File: config.mk
export PLATFORM = sky130hd
export DESIGN_NAME = mem_wb_elastic
export DESIGN_NICKNAME = d
export VERILOG_FILES = /design/src/rtl/mem_wb_elastic.sv
export SDC_FILE = /design/constraint.sdc
export NUM_CORES = 1
export LEC_CHECK = 0
export ABC_AREA = 1
export CORE_MARGIN = 1
export CORE_UTILIZATION = 48
export CTS_CLUSTER_DIAMETER = 120
export DETAILED_ROUTE_END_ITERATION = 10
export HOLD_SLACK_MARGIN = 0.06
export PLACE_DENSITY = 0.79
export SETUP_SLACK_MARGIN = 0.1
export SLEW_MARGIN = 5
export SYNTH_ARGS = -nofsm -noshare
export SYNTH_HDL_FRONTEND = slang
export SYNTH_SLANG_ARGS = --single-unit
export TNS_END_PERCENT = 100
File: constraint.sdc
create_clock -name clk -period 7.4 [get_ports clk]
set_input_delay 2.22 -clock clk [delete_from_list [all_inputs] [get_ports clk]]
set_output_delay 2.22 -clock clk [all_outputs]
set_load 0.02 [all_outputs]
File: src/rtl/mem_wb_elastic.sv
// MEM->WB elastic stage: DEPTH-entry in-order buffer with valid/ready on both sides,
// synchronous flush/interrupt kill, and capture of the oldest in-flight PC on interrupt.
module mem_wb_elastic #(
  parameter int unsigned DATA_W = 32,
  parameter int unsigned ADDR_W = 5,
  parameter int unsigned PC_W   = 32,
  parameter int unsigned CTRL_W = 2,
  parameter int unsigned DEPTH  = 2
) (
  input  logic                       clk,
  input  logic                       reset,
  input  logic                       in_valid,
  output logic                       in_ready,
  input  logic [DATA_W-1:0]          in_alu,
  input  logic [DATA_W-1:0]          in_mem,
  input  logic [ADDR_W-1:0]          in_waddr,
  input  logic [PC_W-1:0]            in_pc,
  input  logic [CTRL_W-1:0]          in_ctrl,
  input  logic                       flush,
  input  logic                       interrupt,
  output logic                       out_valid,
  input  logic                       out_ready,
  output logic [DATA_W-1:0]          out_alu,
  output logic [DATA_W-1:0]          out_mem,
  output logic [ADDR_W-1:0]          out_waddr,
  output logic [PC_W-1:0]            out_pc,
  output logic [CTRL_W-1:0]          out_ctrl,
  output logic [$clog2(DEPTH+1)-1:0] count,
  output logic [PC_W-1:0]            intr_pc,
  output logic                       intr_pc_valid
);

  localparam int unsigned CNT_W = $clog2(DEPTH + 1);
  localparam int unsigned PTR_W = (DEPTH > 1) ? $clog2(DEPTH) : 1;

  logic [DATA_W-1:0] alu_q   [DEPTH];
  logic [DATA_W-1:0] mem_q   [DEPTH];
  logic [ADDR_W-1:0] waddr_q [DEPTH];
  logic [PC_W-1:0]   pc_q    [DEPTH];
  logic [CTRL_W-1:0] ctrl_q  [DEPTH];

  logic [PTR_W-1:0] wr_ptr;
  logic [PTR_W-1:0] rd_ptr;
  logic [CNT_W-1:0] cnt;
  logic             head_valid;
  logic             push;
  logic             pop;
  logic             kill;

  // Pointers wrap explicitly so non-power-of-two depths work.
  function automatic logic [PTR_W-1:0] ptr_inc(input logic [PTR_W-1:0] p);
    return (p == PTR_W'(DEPTH - 1)) ? '0 : p + PTR_W'(1);
  endfunction

  assign head_valid = (cnt != '0);
  assign in_ready   = (cnt < CNT_W'(DEPTH));
  assign push       = in_valid & in_ready;
  assign pop        = head_valid & out_ready;
  assign kill       = flush | interrupt;

  // Control state: pointers, occupancy and interrupt PC capture.
  always_ff @(posedge clk or posedge reset) begin
    if (reset) begin
      wr_ptr        <= '0;
      rd_ptr        <= '0;
      cnt           <= '0;
      intr_pc       <= '0;
      intr_pc_valid <= 1'b0;
    end else begin
      intr_pc_valid <= 1'b0;
      if (kill) begin
        wr_ptr <= '0;
        rd_ptr <= '0;
        cnt    <= '0;
        if (interrupt && head_valid) begin
          intr_pc       <= pc_q[rd_ptr];
          intr_pc_valid <= 1'b1;
        end else if (interrupt && in_valid) begin
          intr_pc       <= in_pc;
          intr_pc_valid <= 1'b1;
        end
      end else begin
        if (push) wr_ptr <= ptr_inc(wr_ptr);
        if (pop)  rd_ptr <= ptr_inc(rd_ptr);
        if (push && !pop)      cnt <= cnt + CNT_W'(1);
        else if (pop && !push) cnt <= cnt - CNT_W'(1);
      end
    end
  end

  // Payload storage; contents are only observed through the valid-gated head.
  always_ff @(posedge clk) begin
    if (push && !kill) begin
      alu_q[wr_ptr]   <= in_alu;
      mem_q[wr_ptr]   <= in_mem;
      waddr_q[wr_ptr] <= in_waddr;
      pc_q[wr_ptr]    <= in_pc;
      ctrl_q[wr_ptr]  <= in_ctrl;
    end
  end

  // Empty buffer presents all-zero fields so no RegWrite leaks into WB.
  assign out_valid = head_valid;
  assign out_alu   = head_valid ? alu_q[rd_ptr]   : '0;
  assign out_mem   = head_valid ? mem_q[rd_ptr]   : '0;
  assign out_waddr = head_valid ? waddr_q[rd_ptr] : '0;
  assign out_pc    = head_valid ? pc_q[rd_ptr]    : '0;
  assign out_ctrl  = head_valid ? ctrl_q[rd_ptr]  : '0;
  assign count     = cnt;

endmodule

Yosys cells after proc, flatten, opt, wreduce, memory -nomap -nowiden:

Memories as Yosys holds them, arrays and structs flattened.
Cells that the tools add are included.

* bits in registers: 37
* memory bits (writable): 206
* output and inout port bits: 140
* memories kept: 5

* add/subtract/negate cells: 4
* $lt $le $gt $ge: 1
* multiplexer cells: 21
* bitwise logic cells: 3
* reduce and logical (&&, ||, !) cells: 14

Memories
* alu_q: words 2, bits a word 32, read ports 1, clocked after memory_dff 0, write ports 1, line 36 `logic [DATA_W-1:0] alu_q [DEPTH];`
* mem_q: words 2, bits a word 32, read ports 1, clocked after memory_dff 0, write ports 1, line 37 `logic [DATA_W-1:0] mem_q [DEPTH];`
* pc_q: words 2, bits a word 32, read ports 1, clocked after memory_dff 0, write ports 1, line 39 `logic [PC_W-1:0] pc_q [DEPTH];`
* waddr_q: words 2, bits a word 5, read ports 1, clocked after memory_dff 0, write ports 1, line 38 `logic [ADDR_W-1:0] waddr_q [DEPTH];`
* ctrl_q: words 2, bits a word 2, read ports 1, clocked after memory_dff 0, write ports 1, line 40 `logic [CTRL_W-1:0] ctrl_q [DEPTH];`

Operator list (number)
* $mux W32: 5
* $mux W1: 11
* $mux W2: 4
* $reduce_bool A2 Y1: 4
* $logic_and A1 B1 Y1: 5
* $mux W5: 1
* $logic_not A1 Y1: 3
* $reduce_bool A3 Y1: 1
* $add A1 B1 Y1 const B: 2
* $add A2 B1 Y2 const B: 1
* $and A1 B1 Y1: 2
* $lt A2 B2 Y1 const B: 1
* $reduce_and A2 Y1: 1
* $sub A2 B1 Y2 const B: 1
* $or A1 B1 Y1: 1

Logic depth before layout (Yosys ltp):

Gate-level depths: netlist of the first run.

* word-level depth: 7
* gate-level depth with buffers: 8

Worst setup path after synthesis of the first run:

Ideal clock, no wire load.

* path type: input to register
* from: input interrupt
* to: memory alu_q[1][0], enable pin
* library setup time: 566 ps
* arrival time: 6853 ps
* path slack: -19 ps
* cell stages on the path: 3
* path through: nor2_1 > nand2_1 > nor2_1

* longest elaborated chain between the ends: 5

RTL lines
* start: declaration: line 20 `input logic interrupt,`
* $or A1 B1 Y1: line 59 `assign kill = flush | interrupt;`
* $logic_not A1 Y1: line 93 `if (push && !kill) begin`
* $logic_and A1 B1 Y1: line 93
* $mux W1: line 93
* $mux W1 (implied by the code): line 94 `alu_q[wr_ptr] <= in_alu;`
* end: declaration: line 36

No other way between the ends.

Final worst setup path of the first run:

* from: register rd_ptr
* to: output out_pc[16]

* longest elaborated chain between the ends: 2

RTL lines
* start: declaration: line 43 `logic [PTR_W-1:0] rd_ptr;`
* start signal: assignment: line 84 `if (pop) rd_ptr <= ptr_inc(rd_ptr);`
* $mem_v2 Z2 W32
* $mux W32: line 107 `assign out_pc = head_valid ? pc_q[rd_ptr] : '0;`
* end: declaration: line 26 `output logic [PC_W-1:0] out_pc,`

No other way between the ends.

==> results of run 1 <==
[report_power, final]
group	switching, mW	internal (mW)	total (mW)
Sequential	0.0337	1.55	1.58
Clock	0.494	0.662	1.16
Combinational	0.253	0.209	0.462
[sequential cells by signal, indices dropped and copies added, names as in the netlist]
signal         count
count              2
ctrl_q             4
waddr_q           10
pc_q              64
intr_pc_valid      1
intr_pc           32
mem_q             64
rd_ptr             1
alu_q             64
wr_ptr             1
[worst reg2reg max path, cell delays in order, from the launching register on]
cell	delay [ns]
dfrtp_1	0.46
nor2_4	0.14
buf_4	0.50
nor2_4	0.32
nor2_4	0.66
inv_2	0.24
o21ai_0	0.22
inv_1	0.05
[layer usage]
| layer | vias up | GRT usage |
|---|---|---|
| li1 | 3193 | - |
| met1 | 3257 | 0.320 |
| met2 | 330 | 0.360 |
| met3 | 42 | 0.0456 |
| met4 | 0 | 0.0668 |
| met5 | - | 0 |
[layout make-up]
cell class	instances	share of cell area
clock buffers	29	0.0503
well taps	265	0.0256
inverters	22	0.00648
multi-input cells	480	0.161
flip-flops and latches	243	0.550
clock inverters	15	0.00803
repair buffers	256	0.199
[per-stage QoR]
step | utilization | power, mW | cells | instance area (sq um) | hold WS (ns)
detailed placement | 0.626 | 2.07 | 1266 | 12200 | 0.487
finish | 0.664 | 3.20 | 1310 | 12900 | 0.507
floorplan | - | 1.82 | 787 | 9510 | 0.479
CTS | 0.664 | 3.22 | 1310 | 12900 | 0.502
global placement | 0.626 | 2.06 | 1266 | 12200 | 0.478
global route | 0.664 | 3.30 | 1310 | 12900 | 0.534
[worst paths after layout]
kind                                   from     endpoint  slack [ns]  cells after the start
worst max-delay path                 rd_ptr   out_pc[16]        2.08                      4
worst min-delay path            intr_pc[22]  intr_pc[22]        0.51                      2
worst max register to register     count[0]   intr_pc[1]        4.69                      7
worst min register to register  intr_pc[22]  intr_pc[22]        0.51                      2
max in group asynchronous             reset       rd_ptr        4.83                      3
min in group asynchronous             reset  intr_pc[21]        2.14                      3
[cells in the mapped netlist (2+ instances only)]
master | number | area share
nand2_1 | 262 | 0.10
buf_2 | 27 | 0.014
nand3_1 | 3 | 0.0016
edfxtp_1 | 206 | 0.65
a21oi_1 | 102 | 0.054
inv_2 | 5 | 0.0020
nor2_4 | 3 | 0.0036
dfrtp_1 | 37 | 0.097
o211ai_1 | 4 | 0.0032
buf_6 | 2 | 0.0024
nand2_2 | 2 | 0.0013
o21ai_1 | 19 | 0.010
buf_4 | 11 | 0.0087
o21ai_0 | 32 | 0.017
inv_1 | 17 | 0.0067
or2_2 | 6 | 0.0039
nand4_1 | 2 | 0.0013
nor2_1 | 43 | 0.017
[logic make-up after synthesis]
kind of cell	Yosys count	share of synthesized area
AND/OR/NAND/NOR	322	0.133
flip-flops	243	0.748
AO/OA/AOI/OAI	158	0.0844
buffers and inverters	64	0.0347
==> flow_summary.json, run 1 <==
{
  "cts_hold_buf": 0,
  "final_cell_mix": "262 x nand2_1, 248 x clkdlybuf4s50_1, 206 x edfxtp_1",
  "place_ws_ns": 2.54,
  "powerDensity_nw_per_um2": 248,
  "drc": 0,
  "drt_first_pass_iters": 5,
  "port_buffers": 248,
  "root_buffer": "clkbuf_16",
  "die_area_sq_um": 20400,
  "grt_pass1_wl_um": 35300,
  "setup_tns_ns": 0,
  "synth_flop_cell": "edfxtp_1",
  "diodes": 0,
  "htreeDepth": 1,
  "maxCapViolations": 0,
  "synth_edf_count": 206,
  "syn_nets": 896,
  "grt_use_total": 0.228,
  "layout.nets": 1137,
  "highest_layer": "met4",
  "cts_buffer_depth": 3,
  "worstPathMaxFanout": 90,
  "multi_input_area_sq_um": 2080,
  "ios": 249,
  "cts_resized": 0,
  "hold_viol_final": 0,
  "fp.dieH_um": 143,
  "die_w_um": 143,
  "grt_max_degree": 91,
  "area_growth_pct": 36.0,
  "power.leakage_nw": 4.69,
  "crit_slowest_cell": "buf_4",
  "fmax_mhz": 188,
  "wl_met2_um": 10900,
  "synthArstFlopShare": 0.152,
  "rsz0062_at_grt": "no",
  "clk_latency_ns": 0.50,
  "maxSlewHeadroom": 0.330,
  "critPathTopFamily": "buffers and inverters",
  "cp-start-kind": "flip-flop",
  "rows": 51,
  "seqCellArea_sq_um": 7120,
  "wl_met3_um": 2120,
  "first_global_vias": 6586,
  "worst-setup-path-type": "reg -> out",
  "ant_nets": 0,
  "cts_tree": "yes",
  "drt-initial-drc-count": 442,
  "hold_path_class": "reg -> reg",
  "wl_met1_um": 9820,
  "setup_viol": 0,
  "cp_data_required_time_ns": 5.18,
  "synth.distinct_cells": 22,
  "cp_slowest_stage_delay_ns": 0.80,
  "endpoint_kind": "output port",
  "clkSlewWorstSetupHoldPaths_ns": 0.06,
  "ir_worst_vdd_uv": 176,
  "syn-cell-area_sq_um": 9510,
  "finalCriticalPeriod_ns": 5.32,
  "worstMarginPinSlew_ns": 1.01,
  "cts_setup_buffers": 0,
  "drive_gt1_frac": 0.0632,
  "fp.coreArea_sq_um": 19500,
  "clkSinkCount": 243,
  "fin_skew_ns": 0.00782,
  "gr-total-overflow": 0,
  "cts_buffers": 25,
  "timing.final.crit_share": 0.718,
  "start_util": 0.488,
  "cp.arrival_ns": 3.10,
  "avgRoutedWirePerCell_um": 17.8,
  "worst_slack_ns": 2.08,
  "gp_congestion": 0.826,
  "synthesis.instances": 787,
  "ys_seq_area_frac": 0.748,
  "final_common_cell": "nand2_1",
  "cp_num_buf_inv": 2,
  "path_cells": "buf_4 > nand2_1 > a21oi_1 > clkdlybuf4s50_1",
  "fill_cells": 1380,
  "routed_wl_um": 23400,
  "dpl.hpwl_um": 14500,
  "vias_per_cell": 5.21,
  "ys.warnings.count": 0,
  "postSynthAreaPerCell_sq_um": 12.1,
  "via_count": 6822,
  "status": "finished, final reports clean",
  "antenna_found_initial": 0,
  "final_max_slew_viol_count": 0,
  "ys_ff_latch": 243
}
No activity file was read; power rests on OpenSTA's default activity.
==> inputs of run 2 (changes only) <==
==> constraint.sdc (replaced) <==
create_clock -name clk -period 5.1 [get_ports clk]
set_input_delay 1.53 -clock clk [delete_from_list [all_inputs] [get_ports clk]]
set_output_delay 1.53 -clock clk [all_outputs]
set_load 0.02 [all_outputs]
==> run 2 against run 1 <==
Compared with the run above:
- combinational power rose by 45%
- core utilization rose by 0.84 points
- sequential cell count did not move
- highest routed layer unchanged
- non-clock buffer count rose by 2
- final cell count rose by 0.31%
- wire length fell by 1.1%
- largest power group unchanged
==> flow_summary.json, run 2 (synthesis results as in run 1) <==
{
  "vias_per_cell": 5.12,
  "gr-total-overflow": 0,
  "hold_end": "intr_pc[11]",
  "dp.cells": 1268,
  "rsz0062_at_grt": "no",
  "instances_no_fill": 1314,
  "fin_skew_ns": 0.0182,
  "cts_tree": "yes",
  "status": "finished, final reports clean",
  "die_area_sq_um": 20400,
  "clkSlewWorstSetupHoldPaths_ns": 0.06,
  "drt_first_pass_iters": 4,
  "critPathTopFamily": "buffers and inverters",
  "fp.coreArea_sq_um": 19500,
  "routed_wl_um": 23100,
  "cp-start-kind": "flip-flop",
  "gp_congestion": 0.790,
  "drt-initial-drc-count": 363,
  "maxCapViolations": 0,
  "finalPower_mw": 4.96,
  "power_frac_comb": 0.135,
  "final_cell_mix": "262 x nand2_1, 248 x clkdlybuf4s50_1, 206 x edfxtp_1",
  "antenna_found_initial": 0,
  "fp.dieH_um": 143,
  "hold_path_class": "reg -> reg",
  "cts_buffers": 25,
  "clkPwrFrac": 0.403,
  "endpoint_kind": "output port",
  "ir_worst_vdd_uv": 221,
  "maxSlewHeadroom": 0.397,
  "port_buffers": 248,
  "via_count": 6727,
  "min_path_cells": 2,
  "hold_viol_final": 0,
  "cts_hold_buf": 0,
  "setup_tns_ns": 0,
  "min_from": "intr_pc[11]",
  "grt_pass1_wl_um": 35100,
  "timing.rr.end": "intr_pc[1]",
  "root_buffer": "clkbuf_16",
  "drive_gt1_frac": 0.0677,
  "grt_util_met2": 0.379,
  "grt_use_total": 0.225,
  "ios": 249,
  "ant_nets": 0,
  "timing.final.crit_share": 0.938,
  "htreeDepth": 1,
  "powerDensity_nw_per_um2": 379,
  "cts_resized": 0,
  "cp.arrival_ns": 3.25,
  "worstReg2RegStart": "count[0]",
  "grt_max_degree": 65,
  "start_util": 0.488,
  "cts_buffer_depth": 3,
  "rr_worst_depth": 8,
  "die_w_um": 143,
  "p_seq_frac": 0.462,
  "p_int_mw": 3.82,
  "setup_viol": 0,
  "cp_slowest_stage_delay_ns": 0.77,
  "ff2ff_setup_slack_ns": 2.41,
  "clk_latency_ns": 0.52,
  "grt_util_met1": 0.286,
  "cp_num_buf_inv": 3,
  "swShare": 0.231,
  "cts_setup_buffers": 0,
  "top_regs": "alu_q (64), mem_q (64), pc_q (64)",
  "final_max_slew_viol_count": 0,
  "finalCriticalPeriod_ns": 4.78,
  "power.leakage_nw": 4.77,
  "clkSinkCount": 243,
  "worstMarginPinSlew_ns": 0.905,
  "cp_data_required_time_ns": 3.57,
  "crit_slowest_cell": "dfrtp_4",
  "post-route-util": 0.673,
  "gr-usage-met3": 0.0584,
  "path_cells": "clkinv_2 > buf_12 > nand2_1 > a21oi_1 > clkdlybuf4s50_1",
  "fmax_mhz": 209,
  "p_switching_mw": 1.15,
  "grt-busiest-layer": "met2",
  "dpl.hpwl_um": 14200,
  "area_growth_pct": 37.8,
  "rows": 51,
  "worstPathMaxFanout": 59,
  "first_global_vias": 6704,
  "layout.nets": 1139,
  "diodes": 0,
  "avgRoutedWirePerCell_um": 17.6,
  "final_common_cell": "nand2_1",
  "drc": 0,
  "worst-setup-path-type": "reg -> out"
}
run 2: cell types whose count changed in the layout (fill, tap and decap cells not counted), sizes merged:
cell      previous run  this run
buf                  8        10
bufinv               1         6
clkbuf              29        34
clkinv              12         5
clkinvlp             3         1
inv                 21        22
run 2: how the worst max path moves through the flow:
stage | from | endpoint | slack [ns] | cells after the start
final | rd_ptr | out_mem[17] | 0.32 | 5
after global routing | rd_ptr | out_alu[12] | 0.12 | 5
after CTS | rd_ptr | out_alu[12] | 0.26 | 5
after detailed placement | rd_ptr | out_mem[17] | 0.84 | 5
after global placement | rd_ptr | out_mem[17] | 0.85 | 5
after floorplan | interrupt | alu_q[0][0] | 0.10 | 3
run 2: power groups by stage:
stage / registers [mW] / logic, mW / clock network (mW)
after floorplan: 2.39 / 0.244 / 0
after global placement: 2.33 / 0.657 / 0
after detailed placement: 2.33 / 0.667 / 0
after CTS: 2.29 / 0.672 / 2.03
after global routing: 2.30 / 0.712 / 2.12
final: 2.29 / 0.668 / 2.00
run 2: final cells by class:
cell class / count / area (sq um)
timing repair buffer: 258 / 2570
clock inverter: 12 / 216
multi-input combinational: 480 / 2080
fill: 1389 / 6370
tap: 265 / 332
inverter: 22 / 83.8
sequential: 243 / 7120
clock buffer: 34 / 699
run 2: metrics by stage:
stage | area (sq um) | setup WS (ns) | hold WS [ns]
after global placement | 12200 | 0.854 | 0.473
final | 13100 | 0.317 | 0.497
after CTS | 13100 | 0.258 | 0.500
after global routing | 13100 | 0.117 | 0.531
after detailed placement | 12200 | 0.843 | 0.484
after floorplan | 9520 | 0.102 | 0.479
run 2: per-layer routing:
metal  vias up  wire [um]
met4         0        462
met2       260      11100
li1       3200          -
met5         -          0
met3        41       2010
met1      3226       9480
run 2: worst reg2reg max path, stage by stage, from the launching register on:
cell and delay (ns):
dfrtp_1 0.45, nor2_4 0.13, buf_4 0.47, nor2_4 0.04, buf_4 0.28, nor2_4 0.66, inv_2 0.27, o21ai_0 0.24
inv_1 0.06
==> inputs of run 3 (changes only) <==
--- a/config.mk
+++ b/config.mk
@@ -10,8 +10,7 @@
 export CORE_UTILIZATION = 48
 export CTS_CLUSTER_DIAMETER = 120
 export DETAILED_ROUTE_END_ITERATION = 10
-export HOLD_SLACK_MARGIN = 0.06
-export PLACE_DENSITY = 0.79
+export PLACE_DENSITY_LB_ADDON = 0.15
 export SETUP_SLACK_MARGIN = 0.1
 export SLEW_MARGIN = 5
 export SYNTH_ARGS = -nofsm -noshare
==> run 3 against run 2 <==
Compared with the run above:
- maximum frequency rose by 4.7%
- hold slack got worse by 0.0067 ns
- setup slack improved by 0.21 ns
- critical path type unchanged
==> flow_summary.json, run 3 (synthesis results as in run 1) <==
{
  "status": "finished, final reports clean",
  "cts_tree": "yes",
  "fill_cells": 1462,
  "hold_viol_final": 0,
  "worst_slack_ns": 0.531,
  "timing.final.crit_share": 0.896,
  "cts_buffer_depth": 3,
  "cp_data_required_time_ns": 3.57,
  "drive_gt1_frac": 0.0601,
  "dpl_cell_area_sq_um": 12200,
  "htreeDepth": 1,
  "rsz0062_at_grt": "no",
  "holdWs_ns": 0.490,
  "avgRoutedWirePerCell_um": 17.2,
  "fp.dieH_um": 143,
  "drt-initial-drc-count": 420,
  "place_ws_ns": 1.05,
  "antenna_found_initial": 0,
  "power.leakage_nw": 4.72,
  "hold_path_class": "reg -> reg",
  "clkSlewWorstSetupHoldPaths_ns": 0.06,
  "port_buffers": 248,
  "dpl.hpwl_um": 13700,
  "instances_no_fill": 1313,
  "diodes": 0,
  "fmax_mhz": 219,
  "cp.arrival_ns": 3.04,
  "powerDensity_nw_per_um2": 365,
  "cts_buffers": 25,
  "clkSinkCount": 243,
  "setup_viol": 0,
  "start_util": 0.488,
  "die_area_sq_um": 20400,
  "fin_area_sq_um": 13000,
  "clk_latency_ns": 0.52,
  "grt_use_total": 0.219,
  "fp.coreArea_sq_um": 19500,
  "grt_max_degree": 72,
  "ir_worst_vdd_uv": 302,
  "worstPathMaxFanout": 71,
  "worstMarginPinSlew_ns": 0.907,
  "gr-total-overflow": 0,
  "dp.cells": 1269,
  "final_common_cell": "nand2_1",
  "ant_nets": 0,
  "drt_first_pass_iters": 5,
  "rows": 51,
  "first_global_vias": 6326,
  "crit_slowest_cell": "dfrtp_4",
  "cts_resized": 0,
  "via_count": 6673,
  "ios": 249,
  "path_cells": "buf_4 > or2_2 > o21ai_0 > nor2_1 > clkdlybuf4s50_1",
  "cp_num_buf_inv": 2,
  "cts_hold_buf": 0,
  "routed_wl_um": 22500,
  "gp_congestion": 0.785,
  "grt_pass1_wl_um": 34300,
  "endpoint_kind": "output port",
  "worst-setup-path-type": "reg -> out",
  "layout.nets": 1140,
  "drc": 0,
  "cts_setup_buffers": 0,
  "fin_skew_ns": 0.0155,
  "cp_slowest_stage_delay_ns": 0.70,
  "final_cell_mix": "262 x nand2_1, 248 x clkdlybuf4s50_1, 206 x edfxtp_1",
  "root_buffer": "clkbuf_16",
  "finalCriticalPeriod_ns": 4.57,
  "setup_tns_ns": 0,
  "final_max_slew_viol_count": 0,
  "area_growth_pct": 36.7,
  "vias_per_cell": 5.08,
  "maxCapViolations": 0,
  "die_w_um": 143,
  "maxSlewHeadroom": 0.394,
  "top_regs": "alu_q (64), mem_q (64), pc_q (64)",
  "cp-start-kind": "flip-flop",
  "critPathTopFamily": "buffers and inverters"
}
==> run 3: cell count changes in the layout (fill, tap and decap cells not counted) <==
cell	delta
clkinv_2	-3
buf_12	+1
clkbuf_8	-3
inv_1	-1
clkinv_1	+5
bufinv_16	-3
clkinvlp_4	-1
inv_2	+1
clkbuf_1	+3
==> run 3: through the flow <==
stage / util / total power [mW]
6_report: 0.668 / 4.74
5_1_grt: 0.668 / 4.90
4_1_cts: 0.668 / 4.78
3_5_place_dp: 0.627 / 3.01
3_3_place_gp: 0.627 / 3.00
2_1_floorplan: - / 2.64
==> run 3: worst paths after layout <==
kind,start,end,slack (ns),cells past startpoint
max in group asynchronous,reset,rd_ptr,2.90,2
hold reg to reg,intr_pc[0],intr_pc[0],0.49,2
hold / removal,intr_pc[0],intr_pc[0],0.49,2
min in group asynchronous,reset,intr_pc[19],1.53,2
setup / recovery,rd_ptr,out_pc[23],0.53,5
setup reg to reg,rd_ptr,intr_pc[17],2.93,8
==> run 3: power breakdown <==
group | total [mW] | internal (mW) | leakage (nW) | switching [mW]
Sequential | 2.29 | 2.25 | 2.31 | 0.0428
Clock | 1.78 | 1.07 | 0.383 | 0.711
Combinational | 0.671 | 0.306 | 2.02 | 0.366
==> run 3: layer usage <==
metal | track usage | wire (um)
met4 | 0.0606 | 442
met3 | 0.0496 | 1840
met1 | 0.304 | 9680
met2 | 0.349 | 10600
met5 | 0 | 0
==> run 3: final cells by class <==
class / instances / area [sq um] / share of cell area
sequential: 243 / 7120 / 0.548
timing repair buffer: 259 / 2590 / 0.199
multi-input combinational: 480 / 2080 / 0.160
clock buffer: 34 / 669 / 0.0515
tap: 265 / 332 / 0.0255
clock inverter: 10 / 123 / 0.00944
inverter: 22 / 83.8 / 0.00645
==> run 3: tightest hold or removal path, delay by kind of cell (launching register included) <==
family          cells  cell delay [ns]
compound gates      1             0.06
flops               1             0.34
simple gates        1             0.05
==> RTL edit 1, RTL diff (settings of run 3) <==
Make the reset (`reset`) synchronous in one clocked block.
--- a/src/rtl/mem_wb_elastic.sv
+++ b/src/rtl/mem_wb_elastic.sv
@@ -61,3 +61,3 @@
   // Control state: pointers, occupancy and interrupt PC capture.
-  always_ff @(posedge clk or posedge reset) begin
+  always_ff @(posedge clk) begin
     if (reset) begin
Check against the original RTL: differs if reset is asserted again (counterexample within 4 cycles, from zero or initial values and one cycle with reset high); with reset held inactive, the same outputs for 4 cycles.
==> RTL edit 1 against run 3 <==
  * Sequential cell count increased by 1
  * Worst setup slack improved by 0.26 ns
  * Global-route usage increased by 0.28 points
  * Design area increased by 2.6%
  * Count of clock-buffer cells in the layout increased by 1
  * Power decreased by 5.9%
  * Clock skew decreased by 0.0037 ns
  * Register-to-register slack got worse by 0.19 ns
  * Highest routed layer unchanged
  * Sequential power decreased by 3%
  * Routed wire length increased by 5.4%
  * Critical endpoint is now out_alu[19]
  * Critical path type unchanged
  * Synthesized area increased by 3.4%
  * First-iteration DRC count decreased by 3.3%
  * Core utilization increased by 0.60 points
==> RTL edit 1: results (changes against run 3) <==
[outcome]
outcome=finished, final reports clean

[placement]
pre_cts_ws_ns=1.33  ; +0.281 ns
gp_congestion=0.769  ; -2.1%
placed_cells=1405  ; +11%
place_hpwl_mm=14.5  ; +6.3%
place_area_sq_um=12500  ; +2.5%

[clocking]
clk_path_buf_depth=3  ; unchanged
worst_setup_hold_path_clk_slew_ns=0.06  ; about the same

[yosys]
synth.distinct_cells=21  ; -4.5%
yosysSeqAreaShare_pct=70.7  ; -4.1 points
syn_nets=1039  ; +16%
synth_compound_area_share_pct=7.14  ; -1.3 points
synthArstFlopShare_pct=0  ; -15 points
synthAdderAreaFrac_pct=0.127  ; +0.13 points
synthTopCellsByArea=edfxtp_1 63%, nand2_1 15%, dfxtp_1 7.7%, a21oi_1 5.4%, inv_1 2.8%
syn-instance-count=929  ; +18%
yosys-top-cells-count=381 x nand2_1, 206 x edfxtp_1, 107 x a21oi_1, 73 x inv_1, 38 x dfxtp_1

[power_and_ir_drop]
p_leak_nw=5.14  ; +8.9%
ir_drop_mv=0.254  ; -16%
p_sw_w=0.000957  ; -14%

[timing]
whs_ns=0.472  ; -0.0180 ns
worst_pin_slew_ns=1.10  ; +0.195 ns
finalClockSkew_ns=0.0118  ; -0.00367 ns
period_needed_ns=4.31  ; -0.258 ns

[detailed_routing]
wl_mm=23.7  ; +5.4%
vias=7194  ; +7.8%
first_iter_violations=406  ; -3.3%
dr.pass1.iters=5  ; unchanged

[grt]
grt_max_degree=76  ; +5.6%
track_usage_pct=22.2  ; +0.28 points
grt_pass1_vias=7074  ; +12%
grt_pass1_wl_mm=36.8  ; +7.4%
grt_antenna_before_repair=1  ; +1

[critical_path]
critPathTopFamily=buffers and inverters
arrival_ns=2.78  ; -0.26 ns
cpPeakStageDelay_ns=0.59  ; -0.11 ns
r2r_start=count[0]$_SDFFE_PP0P_
critPathCapture=out_alu[19]
reg2reg_setup_slack_ns=2.74  ; -0.19 ns
path_max_fanout=46  ; -35%
r2r_cells=7  ; -1
r2r_end=intr_pc[26]$_SDFFE_PP0P_
critPathSlowestCell=clkdlybuf4s50_1

[finish]
layout-drive-gt1-share_pct=4.73  ; -1.3 points
final_cells=1451  ; +11%
final_nets=1277  ; +12%

[hold_path]
hold_start=intr_pc[26]$_SDFFE_PP0P_
holdPathEnd=intr_pc[26]$_SDFFE_PP0P_
min_path_type=reg -> reg

## RTL edit 1: cell type report
class | instances | area, sq um
Antenna cell | 1 | 2.50
Fill cell | 1545 | 6460
Tap cell | 265 | 332
Sequential cell | 244 | 6950
Multi-Input combinational cell | 563 | 2360
Clock buffer | 35 | 693
Timing Repair Buffer | 260 | 2580
Inverter | 73 | 275
Clock inverter | 10 | 125
## RTL edit 1: metal layers
| metal | GRT usage [%] | part of all wire, % | up-vias |
|---|---|---|---|
| li1 | - | - | 3548 |
| met1 | 29.1 | 43 | 3363 |
| met2 | 37.0 | 48 | 244 |
| met3 | 4.91 | 7.2 | 39 |
| met4 | 6.16 | 2.3 | 0 |
| met5 | 0 | 0 | - |
## RTL edit 1: power groups by stage
stage               clock (W)  combinational (W)  sequential [W]
CTS                   0.00184           0.000415         0.00223
finish                0.00182           0.000412         0.00223
global placement            0           0.000408         0.00227
detailed placement          0           0.000413         0.00227
floorplan                   0           0.000162         0.00230
global route          0.00193           0.000448         0.00224
==> RTL edit 2, RTL diff (config.mk and constraints of run 3) <==
Made on the original files. Change the parameter `DATA_W` from 32 to 40.
--- a/src/rtl/mem_wb_elastic.sv
+++ b/src/rtl/mem_wb_elastic.sv
@@ -3,3 +3,3 @@
 module mem_wb_elastic #(
-  parameter int unsigned DATA_W = 32,
+  parameter int unsigned DATA_W = 40,
   parameter int unsigned ADDR_W = 5,
Ports: changed (resized in_alu, in_mem, out_alu and out_mem); port bits go from 249 to 281. No check against the original RTL was run, so the function may have changed too.
==> RTL edit 2 against run 3 <==
  * Design area grew 12%
  * Via count grew 11%
  * Synthesized area grew 13%
  * Sequential share of layout area grew 0.56 points
  * Sequential power grew 13%
  * Power grew 9.1%
  * Worst setup slack gained 0.29 ns
  * Worst hold slack lost 0.0073 ns
  * Synthesized cell count grew 11%
  * Routed wire length grew 13%
  * Sequential cell count grew 32
  * Clock power grew 4%
  * Count of clock-buffer cells in the layout grew 6
  * Critical endpoint is now out_pc[15]
==> RTL edit 2: results (changes against run 3) <==
[outcome]
outcome=finished, final reports clean

[placement]
pre_cts_ws_ns=1.08  ; +0.0312 ns
place_hpwl_mm=15.9  ; +17%

[timing]
max_slew_margin_pct=44.0  ; +4.6 points
finalClockSkew_ns=0.0109  ; -0.00467 ns

[power_and_ir_drop]
pwr-share-comb_pct=14.1
p_leak_nw=5.29  ; +12%
p_int_w=0.00394  ; +8.9%
ir_drop_mv=0.280  ; -7.3%
clkPwrFrac_pct=35.8  ; -1.7 points

[yosys]
yosys-top-cells-count=305 x nand2_1, 238 x edfxtp_1, 122 x a21oi_1, 39 x buf_2, 37 x dfrtp_1
synth.distinct_cells=21  ; -4.5%
synthTopCellsByArea=edfxtp_1 67%, nand2_1 11%, dfrtp_1 8.6%, a21oi_1 5.7%, buf_2 1.8%
syn_nets=1002  ; +12%
synth_edf_count=238  ; +16%
synthArstFlopShare_pct=13.5  ; -1.8 points
yosysSeqAreaShare_pct=75.3  ; +0.49 points
yosys_warnings=0  ; unchanged
yosys_most_used_dff=edfxtp_1
syn-instance-count=877  ; +11%

[grt]
grt_antenna_before_repair=2  ; +2
grt_max_degree=101  ; +40%
track_usage_pct=21.8  ; -0.081 points
grt_pass1_vias=7187  ; +14%
grt_pass1_wl_mm=38.1  ; +11%

[finish]
layout-drive-gt1-share_pct=5.39  ; -0.62 points
final_nets=1276  ; +12%
reg.largest.list=alu_q: 80 flops, mem_q: 80 flops, pc_q: 64 flops
fillCellCount=1638  ; +12%
final_cells=1451  ; +11%

[detailed_routing]
wl_per_cell_um=17.5  ; +2.1%
first_iter_violations=455  ; +8.3%
vias=7385  ; +11%

[critical_path]
cpPeakStageDelay_ns=0.60  ; -0.10 ns
critPathSlowestCell=clkdlybuf4s50_1
path_max_fanout=41  ; -42%
arrival_ns=2.75  ; -0.29 ns

[clocking]
post_cts_buffers=0  ; unchanged
cts_buffers=28  ; +12%

[RTL edit 2: cell types whose count changed in the layout (fill, tap and decap cells not counted), moves of 7 or more]
cell             change
clkdlybuf4s50_1     +32
nor2_1              -11
edfxtp_1            +32
nand2_1             +43
a21oi_1             +20
o21ai_1              +7
[RTL edit 2: path summary, 6_finish.rpt]
kind                                         start                 endpoint  slack [ns]  cells after the start
max reg2reg                   count[0]$_DFFE_PP0P_  intr_pc[13]$_DFFE_PP0P_        2.35                      7
max                           count[0]$_DFFE_PP0P_               out_pc[15]        0.82                      4
max in group asynchronous                    reset  intr_pc[10]$_DFFE_PP0P_        2.90                      3
min reg2reg                intr_pc[17]$_DFFE_PP0P_  intr_pc[17]$_DFFE_PP0P_        0.48                      2
min in group asynchronous                    reset  intr_pc_valid$_DFF_PP0_        1.44                      2
min                        intr_pc[17]$_DFFE_PP0P_  intr_pc[17]$_DFFE_PP0P_        0.48                      2
[RTL edit 2: area by class of cell]
cell class | count | area [sq um] | share of cell area (%)
Sequential cell | 275 | 8080 | 55.3
Timing Repair Buffer | 294 | 2960 | 20.3
Multi-Input combinational cell | 528 | 2290 | 15.7
Clock buffer | 40 | 787 | 5.39
Tap cell | 280 | 350 | 2.40
Inverter | 24 | 92.6 | 0.634
Clock inverter | 8 | 41.3 | 0.283
Antenna cell | 2 | 5.00 | 0.0343
[RTL edit 2: stage by stage]
step	hold slack [ns]	cell area, sq um	total power [W]	util [%]
after floorplan	0.518	10700	0.00297	-
after global placement	0.468	13800	0.00336	62.9
after detailed placement	0.474	13800	0.00337	62.9
after CTS	0.489	14600	0.00521	66.7
after global routing	0.507	14600	0.00535	66.7
final	0.483	14600	0.00517	66.7
[RTL edit 2: worst reg2reg max path: cells and delay by family, from the launching register on]
| family | cells | cell delay [ns] |
|---|---|---|
| AOI/OAI and AO/OA | 1 | 0.07 |
| buffers and inverters | 2 | 0.82 |
| DFF | 1 | 0.47 |
| and+or+nand+nor | 4 | 1.31 |
[RTL edit 2: cell families after synthesis]
logic type | Yosys count | share of synthesized area [%]
DFF | 275 | 75.3
and+or+nand+nor | 350 | 12.8
AOI/OAI and AO/OA | 178 | 8.39
buffers and inverters | 74 | 3.50
[RTL edit 2: metal layers]
| metal | GRT usage [%] | vias to the layer above | share of wire (%) |
|---|---|---|---|
| met3 | 6.71 | 47 | 9.6 |
| li1 | - | 3577 | - |
| met2 | 35.3 | 267 | 48 |
| met5 | 0 | - | 0.035 |
| met1 | 28.4 | 3492 | 40 |
| met4 | 6.20 | 2 | 2.3 |
